$ cat src/rtl/cpu_pkg.sv
// Shared types for the multiply/divide sequencer: op codes, iteration count,
// FSM states and the operand-magnitude helper used at latch time.
package cpu_pkg;

    typedef enum logic [2:0] {
        OP_MULT  = 3'd0,
        OP_MULTU = 3'd1,
        OP_DIV   = 3'd2,
        OP_DIVU  = 3'd3,
        OP_MTHI  = 3'd4,
        OP_MTLO  = 3'd5
    } muldiv_op_t;

    localparam int MULDIV_ITER = 32;

    typedef enum logic [1:0] {
        ST_IDLE,
        ST_RUN,
        ST_FIX,
        ST_DONE
    } muldiv_state_t;

    function automatic logic [31:0] mag32(input logic [31:0] v, input logic is_signed);
        return (is_signed && v[31]) ? (~v + 32'd1) : v;
    endfunction

endpackage

$ cat src/rtl/muldiv_iter_core.sv
// One radix-2 step: shift-add multiply (multiplier held in acc[31:0]) or
// restoring shift-subtract divide (partial remainder in acc[32:0]).
module muldiv_iter_core (
    input  logic        is_div,
    input  logic [63:0] acc_i,
    input  logic [31:0] x_i,
    input  logic [31:0] y_i,
    output logic [63:0] acc_o,
    output logic [31:0] x_o
);
    logic [32:0] add_sum;
    logic [32:0] rem_sh;
    logic [33:0] trial;

    always_comb begin
        add_sum = {1'b0, acc_i[63:32]} + {1'b0, (acc_i[0] ? y_i : 32'd0)};
        rem_sh  = {acc_i[31:0], x_i[31]};
        trial   = {1'b0, rem_sh} - {2'b00, y_i};
        acc_o   = acc_i;
        x_o     = x_i;
        if (is_div) begin
            // a clear borrow bit means the divisor fits: keep the difference, quotient bit 1
            if (!trial[33]) begin
                acc_o = {31'd0, trial[32:0]};
                x_o   = {x_i[30:0], 1'b1};
            end else begin
                acc_o = {31'd0, rem_sh};
                x_o   = {x_i[30:0], 1'b0};
            end
        end else begin
            acc_o = {add_sum, acc_i[31:1]};
        end
    end

endmodule

$ cat src/rtl/muldiv_hilo_ctrl.sv
// MIPS HI/LO owner: sequences MULT/MULTU/DIV/DIVU over the iteration core and
// executes MTHI/MTLO directly.
//   state | meaning
//   IDLE  | waiting for start; MTHI/MTLO complete here
//   RUN   | one iteration per cycle, ITER cycles
//   FIX   | sign fix-up and HI/LO write
//   DONE  | one-cycle done pulse
module muldiv_hilo_ctrl
    import cpu_pkg::*;
#(
    parameter int          ITER    = MULDIV_ITER,
    parameter logic [31:0] DIV0_LO = 32'hFFFF_FFFF
) (
    input  logic        clk,
    input  logic        rst_n,
    input  logic        start,
    input  logic [2:0]  op,
    input  logic [31:0] a,
    input  logic [31:0] b,
    input  logic        abort,
    output logic        busy,
    output logic        done,
    output logic [31:0] hi,
    output logic [31:0] lo
);
    localparam int CW = $clog2(ITER);
    localparam logic [CW-1:0] LAST = CW'(ITER - 1);

    muldiv_state_t state_q, state_d;
    logic [CW-1:0] count_q, count_d;
    logic [63:0]   acc_q, acc_d;
    logic [31:0]   x_q, x_d, y_q, y_d;
    logic [31:0]   hi_q, hi_d, lo_q, lo_d;
    logic          is_div_q, is_div_d, div0_q, div0_d, neg_p_q, neg_p_d, neg_r_q, neg_r_d;
    logic [63:0]   core_acc;
    logic [31:0]   core_x;
    muldiv_op_t    op_e;
    logic          sgn;

    assign op_e = muldiv_op_t'(op);

    muldiv_iter_core u_core (
        .is_div (is_div_q),
        .acc_i  (acc_q),
        .x_i    (x_q),
        .y_i    (y_q),
        .acc_o  (core_acc),
        .x_o    (core_x)
    );

    always_comb begin
        state_d  = state_q;
        count_d  = count_q;
        acc_d    = acc_q;
        x_d      = x_q;
        y_d      = y_q;
        hi_d     = hi_q;
        lo_d     = lo_q;
        is_div_d = is_div_q;
        div0_d   = div0_q;
        neg_p_d  = neg_p_q;
        neg_r_d  = neg_r_q;
        sgn      = (op_e == OP_MULT) || (op_e == OP_DIV);
        case (state_q)
            ST_IDLE: begin
                if (start && !abort) begin
                    case (op_e)
                        OP_MULT, OP_MULTU, OP_DIV, OP_DIVU: begin
                            neg_p_d  = sgn & (a[31] ^ b[31]);
                            neg_r_d  = sgn & a[31];
                            is_div_d = op[1];
                            count_d  = '0;
                            div0_d   = 1'b0;
                            acc_d    = '0;
                            state_d  = ST_RUN;
                            if (!op[1]) begin
                                acc_d = {32'd0, mag32(b, sgn)};
                                y_d   = mag32(a, sgn);
                            end else if (b == 32'd0) begin
                                // divide by zero skips iteration; raw a is kept for HI
                                div0_d  = 1'b1;
                                x_d     = a;
                                state_d = ST_FIX;
                            end else begin
                                x_d = mag32(a, sgn);
                                y_d = mag32(b, sgn);
                            end
                        end
                        OP_MTHI: begin
                            hi_d    = a;
                            state_d = ST_DONE;
                        end
                        OP_MTLO: begin
                            lo_d    = a;
                            state_d = ST_DONE;
                        end
                        default: ;
                    endcase
                end
            end
            ST_RUN: begin
                if (abort) begin
                    state_d = ST_IDLE;
                end else begin
                    acc_d = core_acc;
                    x_d   = core_x;
                    if (count_q == LAST) state_d = ST_FIX;
                    else                 count_d = count_q + 1'b1;
                end
            end
            ST_FIX: begin
                if (abort) begin
                    state_d = ST_IDLE;
                end else begin
                    state_d = ST_DONE;
                    if (div0_q) begin
                        lo_d = DIV0_LO;
                        hi_d = x_q;
                    end else if (is_div_q) begin
                        lo_d = neg_p_q ? (~x_q + 32'd1) : x_q;
                        hi_d = neg_r_q ? (~acc_q[31:0] + 32'd1) : acc_q[31:0];
                    end else begin
                        {hi_d, lo_d} = neg_p_q ? (~acc_q + 64'd1) : acc_q;
                    end
                end
            end
            ST_DONE: state_d = ST_IDLE;
            default: state_d = ST_IDLE;
        endcase
    end

    always_ff @(posedge clk or negedge rst_n) begin
        if (!rst_n) begin
            state_q  <= ST_IDLE;
            count_q  <= '0;
            acc_q    <= '0;
            x_q      <= '0;
            y_q      <= '0;
            hi_q     <= '0;
            lo_q     <= '0;
            is_div_q <= 1'b0;
            div0_q   <= 1'b0;
            neg_p_q  <= 1'b0;
            neg_r_q  <= 1'b0;
        end else begin
            state_q  <= state_d;
            count_q  <= count_d;
            acc_q    <= acc_d;
            x_q      <= x_d;
            y_q      <= y_d;
            hi_q     <= hi_d;
            lo_q     <= lo_d;
            is_div_q <= is_div_d;
            div0_q   <= div0_d;
            neg_p_q  <= neg_p_d;
            neg_r_q  <= neg_r_d;
        end
    end

    assign busy = (state_q == ST_RUN) || (state_q == ST_FIX);
    assign done = (state_q == ST_DONE);
    assign hi   = hi_q;
    assign lo   = lo_q;

endmodule

$ cat config.mk
export PLATFORM = sky130hd
export DESIGN_NAME = muldiv_hilo_ctrl
export DESIGN_NICKNAME = d
export VERILOG_FILES = /design/src/rtl/cpu_pkg.sv /design/src/rtl/muldiv_iter_core.sv /design/src/rtl/muldiv_hilo_ctrl.sv
export SDC_FILE = /design/constraint.sdc
export NUM_CORES = 1
export LEC_CHECK = 0
export CAP_MARGIN = 40
export CORE_UTILIZATION = 55
export DETAILED_ROUTE_END_ITERATION = 6
export PLACE_DENSITY = 0.9
export SYNTH_ARGS = -nofsm -noshare
export SYNTH_HDL_FRONTEND = slang
export SYNTH_SLANG_ARGS = --single-unit
$ cat constraint.sdc
create_clock -name clk -period 3.31 [get_ports clk]
set_clock_uncertainty 0.1 [all_clocks]
set_input_delay 0.8275 -clock clk [delete_from_list [all_inputs] [get_ports clk]]
set_output_delay 0.8275 -clock clk [all_outputs]
set_load 0.05 [all_outputs]
Word level (Yosys, flattened, before mapping)

Index checks and enable logic that the tools add are counted.

Word-level logic and storage cells: 119
Output and inout port bits: 66
Register bits after elaboration: 203
Bits of input ports: 71

Reduce and logical (&&, ||, !) cells: 21
Equality and inequality tests: 21
Bitwise operators: 8
Add/sub/neg operators: 8
Mux-type cells: 50

Operators with widths:

| cell                                                  | count |
|---|---|
| 2-to-1 mux 32 bit                                     | 24 |
| 2-to-1 mux 64 bit                                     | 5 |
| case mux 32 bit (2 select lines)                      | 3 |
| adder 32 x 1 -> 32 bit, second input constant         | 4 |
| inverter 32 bit                                       | 4 |
| case mux 64 bit (2 select lines)                      | 1 |
| adder 64 x 1 -> 64 bit, second input constant         | 1 |
| inverter 64 bit                                       | 1 |
| subtractor 33 x 32 -> 34 bit                          | 1 |
| adder 32 x 32 -> 33 bit                               | 1 |
| 2-to-1 mux 33 bit                                     | 1 |
| zero test 32 bit                                      | 1 |
| 2-to-1 mux 5 bit                                      | 4 |
| AND reduction 4 bit                                   | 4 |
| inequality test 2 bit, second input constant          | 7 |
| 2-to-1 mux 2 bit                                      | 6 |
| case mux 5 bit (2 select lines)                       | 1 |
| case mux 2 bit (4 select lines)                       | 1 |
| equality test 3 x 2 -> 1 bit, second input constant   | 2 |
| equality test 3 bit, second input constant            | 2 |
| inequality test 2 x 1 -> 1 bit, second input constant | 3 |
| AND reduction 3 bit                                   | 2 |
| AND reduction 6 bit                                   | 1 |
| adder 5 x 1 -> 5 bit, second input constant           | 1 |
| 19 further kinds                                      | 27 |

Longest topological paths before layout

Depth in word-level cells: 9
Mapped depth: 13
Gate-level depth less buffers: 12

Modules after synthesis

Synthesis repeated with hierarchy kept, for this count alone.

Cell total of the unflattened synthesis: 2554
Area, all modules: 19444.9 um^2

By module, submodules not included:

| module           | times used | cells each | area an instance (um^2) | sequential area each (um^2) |
|---|---|---|---|---|
| muldiv_hilo_ctrl | 1          | 1791       | 14447.6                 | 5079.9 |
| muldiv_iter_core | 1          | 763        | 4997.3                  | 0.0 |

Worst setup path after synthesis

OpenSTA, ideal clock, no wires.

Path kind: register -> register
From: register acc_q[0]
To: register hi_q[28] (netlist: hi[28])
Setup slack: -0.071 ns
Arrival time: 3.131 ns
Clock period less this slack: 3.381 ns
Path buffers: 1
Stages on the path, launching flop included: 12
Setup time: 0.150 ns
Data required time: 3.060 ns
Cells stage by stage: dfrtp_1 > inv_1 > clkbuf_1 > ha_1 > nor3b_1 > nand2_1 > or4_4 > or3_4 > o21a_1 > xor2_1 > o21ai_1 > a41oi_1

Longest elaborated chain between the ends: 7
Elaborated cells between the ends (all ways): 10
Those cells by class: 2 x add/sub; 6 x mux; 2 x bitwise

Ends and longest elaborated chain:

| item                                                             | line                                             | text |
|---|---|---|
| start: declaration                                               | muldiv_hilo_ctrl.sv:31                           | `logic [63:0] acc_q, acc_d;` |
| start signal: assignment                                         | muldiv_hilo_ctrl.sv:136                          | `acc_q <= '0;` |
| start signal: assignment                                         | muldiv_hilo_ctrl.sv:148                          | `acc_q <= acc_d;` |
| inverter 64 bit or inverter 32 bit (tied branches)               | muldiv_hilo_ctrl.sv:123, muldiv_hilo_ctrl.sv:121 |  |
| adder 64 x 1 -> 64 bit or adder 32 x 1 -> 32 bit (tied branches) | muldiv_hilo_ctrl.sv:123, muldiv_hilo_ctrl.sv:121 |  |
| 2-to-1 mux 64 bit or 2-to-1 mux 32 bit (tied branches)           | muldiv_hilo_ctrl.sv:123, muldiv_hilo_ctrl.sv:121 |  |
| 2-to-1 mux 32 bit (*)                                            | muldiv_hilo_ctrl.sv:119                          | `end else if (is_div_q) begin` |
| 2-to-1 mux 32 bit (*)                                            | muldiv_hilo_ctrl.sv:116                          | `if (div0_q) begin` |
| 2-to-1 mux 32 bit (*)                                            | muldiv_hilo_ctrl.sv:112                          | `if (abort) begin` |
| case mux 32 bit (2 select lines) (*)                             | muldiv_hilo_ctrl.sv:64                           | `case (state_q)` |
| end signal: assignment                                           | muldiv_hilo_ctrl.sv:151                          | `hi_q <= hi_d;` |
| end: declaration                                                 | muldiv_hilo_ctrl.sv:33                           | `logic [31:0] hi_q, hi_d, lo_q, lo_d;` |

Mark *: on every way between the ends. The rest lies on a longest branch, timed or not. The select of a mux whose other input is x is not followed.
A chain may end at the register's enable or synchronous reset.

Worst setup path in the final report

From: register acc_q[0]
To: register acc_q[63]

Longest elaborated chain between the ends: 5

Ends and longest elaborated chain:

| item                             | line                    | text |
|---|---|---|
| 2-to-1 mux 32 bit                | muldiv_iter_core.sv:16  | `add_sum = {1'b0, acc_i[63:32]} + {1'b0, (acc_i[0] ? y_i : 32'd0)};` |
| adder 32 x 32 -> 33 bit          | muldiv_iter_core.sv:16  |  |
| 2-to-1 mux 64 bit                | muldiv_iter_core.sv:21  | `if (is_div) begin` |
| 2-to-1 mux 64 bit                | muldiv_hilo_ctrl.sv:102 | `if (abort) begin` |
| case mux 64 bit (2 select lines) | muldiv_hilo_ctrl.sv:64  |  |

No other way between the ends. The select of a mux whose other input is x is not followed.

==> flow_metrics.tcl <==
set metrics [dict create \
    grt_usage_pct 47.4 \
    ys_dominant_reg_cell "sky130_fd_sc_hd__dfrtp_1" \
    slew-limit-headroom_pct 33.9 \
    most_used_standard_cell_by_instance_count_after_synthesis "sky130_fd_sc_hd__nand2_1" \
    grt_setup_unrepaired "yes" \
    syn_area_per_cell_um2 7.53 \
    arrival_ps 4010 \
    r2r_cells 14 \
    synth_simple_gate_area_share_pct 21.7 \
    clkLatencyLatePin_ps 550 \
    boundaryPins 137 \
    wl_per_cell_um 25.9 \
    timing_max_transition_violations_final 0 \
    wire_length_of_the_first_global_routing_pass_um 124000 \
    root_buffer "sky130_fd_sc_hd__clkbuf_16" \
    detail_route.iter0.violations 4012 \
    cts_tree "built" \
    number_of_buffers_between_clock_root_and_the_deepest_sink 3 \
    place_hpwl_um 61900 \
    layout-area-overhead-vs-synth_pct 32.1 \
    worst_slack_on_hold_paths_ps 204 \
    final_nets 2980 \
    synth-seq-cells 203 \
    yosys-top-cells-area "sky130_fd_sc_hd__dfrtp_1 (27%), sky130_fd_sc_hd__nand2_1 (6.9%), sky130_fd_sc_hd__xor2_1 (5.6%), sky130_fd_sc_hd__o21ai_0 (5.5%), sky130_fd_sc_hd__xnor2_1 (5.4%)" \
    place_area_um2 22900 \
    worst_r2r_start "acc_q[0]" \
    number_of_flops_mapped_to_enable_cells_by_yosys 0 \
    synth.top_cell.area_share_pct 27.4 \
    worst_setup_path_end_kind "register" \
    timing.final.ws_setup_ps -374 \
    multiInputGateArea_um2 13100 \
    final_period_minus_worst_setup_slack_ps 3680 \
    maxClockFrequency_mhz 271 \
    clk_pin_slew_ps 60 \
    cts_inserted_buffers 24 \
    initial_standard_cell_utilization_of_the_core_pct 56.4 \
    synth.yosys.warnings 0 \
    synth_sequential_area_ratio_pct 27.4 \
    setup_tns_ps -1070 \
    yosys.cell_types.count 81 \
    failing_checks "setup timing" \
    power.ir.vdd_worst_v 0.00113 \
    synth_top_family_by_area "compound AO/OA/AOI/OAI gates" \
    fin_crit_sh_pct 111 \
    yosys.area_share.xor_xnor_pct 11.0 \
    cp-endpoint "acc_q[63]" \
    max_cap_viols 0 \
    die-width_um 186 \
    floorplan.die_area_um2 34500 \
    regArea_um2 5090 \
    postLayoutCellArea_um2 24500 \
    cts.sink_count 203 \
    synth_mux_area_share_pct 2.33 \
    globalplace.congestion 1.07 \
    timing.reg2reg.setup_slack_ps -370 \
    core-area_um2 32900 \
    synthTopCellsByCount "sky130_fd_sc_hd__nand2_1 (342), sky130_fd_sc_hd__o21ai_0 (204), sky130_fd_sc_hd__dfrtp_1 (203), sky130_fd_sc_hd__nor2_1 (203), sky130_fd_sc_hd__a21oi_1 (198)" \
    synth-compound-area-share_pct 26.8 \
    first_global_vias 20938 \
    r2r_end "acc_q[63]" \
    p_per_area_nw_per_um2 1150 \
    design_power_total_mw 28.3 \
    report.final.hold_viol_count 0 \
    die_h_um 186 \
    yosys.area.top_type "sky130_fd_sc_hd__dfrtp_1" \
    buffer_ports.inserted 136 \
    path_class "reg2reg" \
    n_fill_cell 2420 \
    route.antenna.remaining_nets 0 \
    grt-ovfl-total 0 \
    num_vias 22814 \
    async_flop_share_pct 100 \
    drive_gt1_share_pct 20.2 \
    initial_antenna_violation_count 1 \
    cp_data_required_time_ps 3640 \
    grt_start_max_net_pins 78 \
    worstMarginPinSlew_ps 988 \
    setup.worst_path.start_class "register" \
    drc 0 \
    synth-adder-area-share_pct 5.28 \
    avgViaCountPerCell 6.93 \
    synth_cell_area_um2 18500 \
    totalWireLength_um 85100 \
    cts-htree-levels 1 \
    first_pass_iters 6 \
    outcome "complete, but fails checks" \
    placement_rows 66 \
    postSynthCellCount 2462 \
    syn-num-nets 2610 \
    power.static_leakage_nw 10.4 \
    startpoint_of_the_most_critical_setup_path "acc_q[0]" \
    setup_violations 10 \
    timing.hold.worst.class "in2async" \
    critical_path.max_fanout 7 \
]
## per-layer routing
metal	track usage, %	vias up	part of all wire [%]
met3	13.9	494	15
met5	0	-	0.015
met2	69.4	2009	41
met1	60.6	10654	36
met4	31.0	2	8.4
li1	-	9655	-
## metrics by stage
stage	instances	util [%]	setup slack (ps)
floorplan	2462	-	36.4
global placement	3233	69.6	-279
detailed placement	3234	69.7	-371
CTS	3278	72.9	2.78
global route	3289	74.5	-372
finish	3290	74.5	-374
## how the worst min path moves through the flow
stage / to / from
6_report: lo[7] / rst_n
5_1_grt: x_q[6] / rst_n
4_1_cts: lo[7] / rst_n
3_5_place_dp: lo[10] / lo[10]
3_3_place_gp: hi[14] / hi[14]
2_1_floorplan: y_q[10] / y_q[10]
## timing repair
| item | CTS | global route |
|---|---|---|
| hold endpoints to repair | 0 | 0 |
| hold buffers | 0 | 0 |
| gates resized for setup | 37 | 95 |
| setup buffers | 1 | 12 |
| pin swaps | 15 | 35 |
| setup endpoints to repair | 10 | 55 |
| cloned | 2 | 0 |
## flip-flops by register name, indices dropped and copies added, names as in the netlist
| register | flops |
|---|---|
| acc_q | 64 |
| count_q | 5 |
| div0_q | 1 |
| hi | 32 |
| is_div_q | 1 |
| lo | 32 |
| neg_p_q | 1 |
| neg_r_q | 1 |
| state_q | 2 |
| x_q | 32 |
| y_q | 32 |
## cell usage in the layout (no fill, tap or decap), types with 45 or more instances in the layout
cell type / n
sky130_fd_sc_hd__nand3_1: 61
sky130_fd_sc_hd__a21oi_1: 183
sky130_fd_sc_hd__or3_1: 45
sky130_fd_sc_hd__xor2_1: 116
sky130_fd_sc_hd__o21ai_0: 190
sky130_fd_sc_hd__inv_1: 76
sky130_fd_sc_hd__clkdlybuf4s50_1: 134
sky130_fd_sc_hd__nor3_1: 49
sky130_fd_sc_hd__buf_4: 371
sky130_fd_sc_hd__nor2_1: 192
sky130_fd_sc_hd__o31ai_1: 50
sky130_fd_sc_hd__xnor2_1: 111
sky130_fd_sc_hd__ha_1: 63
sky130_fd_sc_hd__nand2_1: 339
sky130_fd_sc_hd__dfrtp_1: 199
## power breakdown
part,internal (mW),leakage (nW),switching [mW]
clock,1.79,0.409,1.19
combinational,7.69,7.50,12.7
sequential,3.63,2.51,1.23
## layout make-up
class                           count  area share, %
Multi-Input combinational cell   1991           53.3
Sequential cell                   203           20.8
Timing Repair Buffer              532           18.9
Clock buffer                       33           2.88
Tap cell                          442           2.26
Inverter                           80           1.23
Clock inverter                      8          0.618
Antenna cell                        1         0.0102
## critical path, cell delays in order (launching register included)
cell                       delay [ps]
sky130_fd_sc_hd__dfrtp_1          410
sky130_fd_sc_hd__inv_2             90
sky130_fd_sc_hd__buf_6            130
sky130_fd_sc_hd__buf_12           140
sky130_fd_sc_hd__buf_12           140
sky130_fd_sc_hd__nor2_1            60
sky130_fd_sc_hd__ha_1             200
sky130_fd_sc_hd__a211o_1          260
sky130_fd_sc_hd__o211ai_1         170
sky130_fd_sc_hd__a21oi_2          100
sky130_fd_sc_hd__a221oi_2         540
sky130_fd_sc_hd__o41ai_4          240
sky130_fd_sc_hd__a221o_1          430
sky130_fd_sc_hd__o21a_1           230
sky130_fd_sc_hd__a221o_1          310
## logic make-up after synthesis
| logic type | count (synthesis) |
|---|---|
| adders and majority gates | 77 |
| muxes | 41 |
| and+or+nand+nor | 864 |
| buffers and inverters | 268 |
| AOI/OAI and AO/OA | 776 |
| xor gates and xnor gates | 233 |
| DFF | 203 |
No activity file was read; power rests on OpenSTA's default activity.
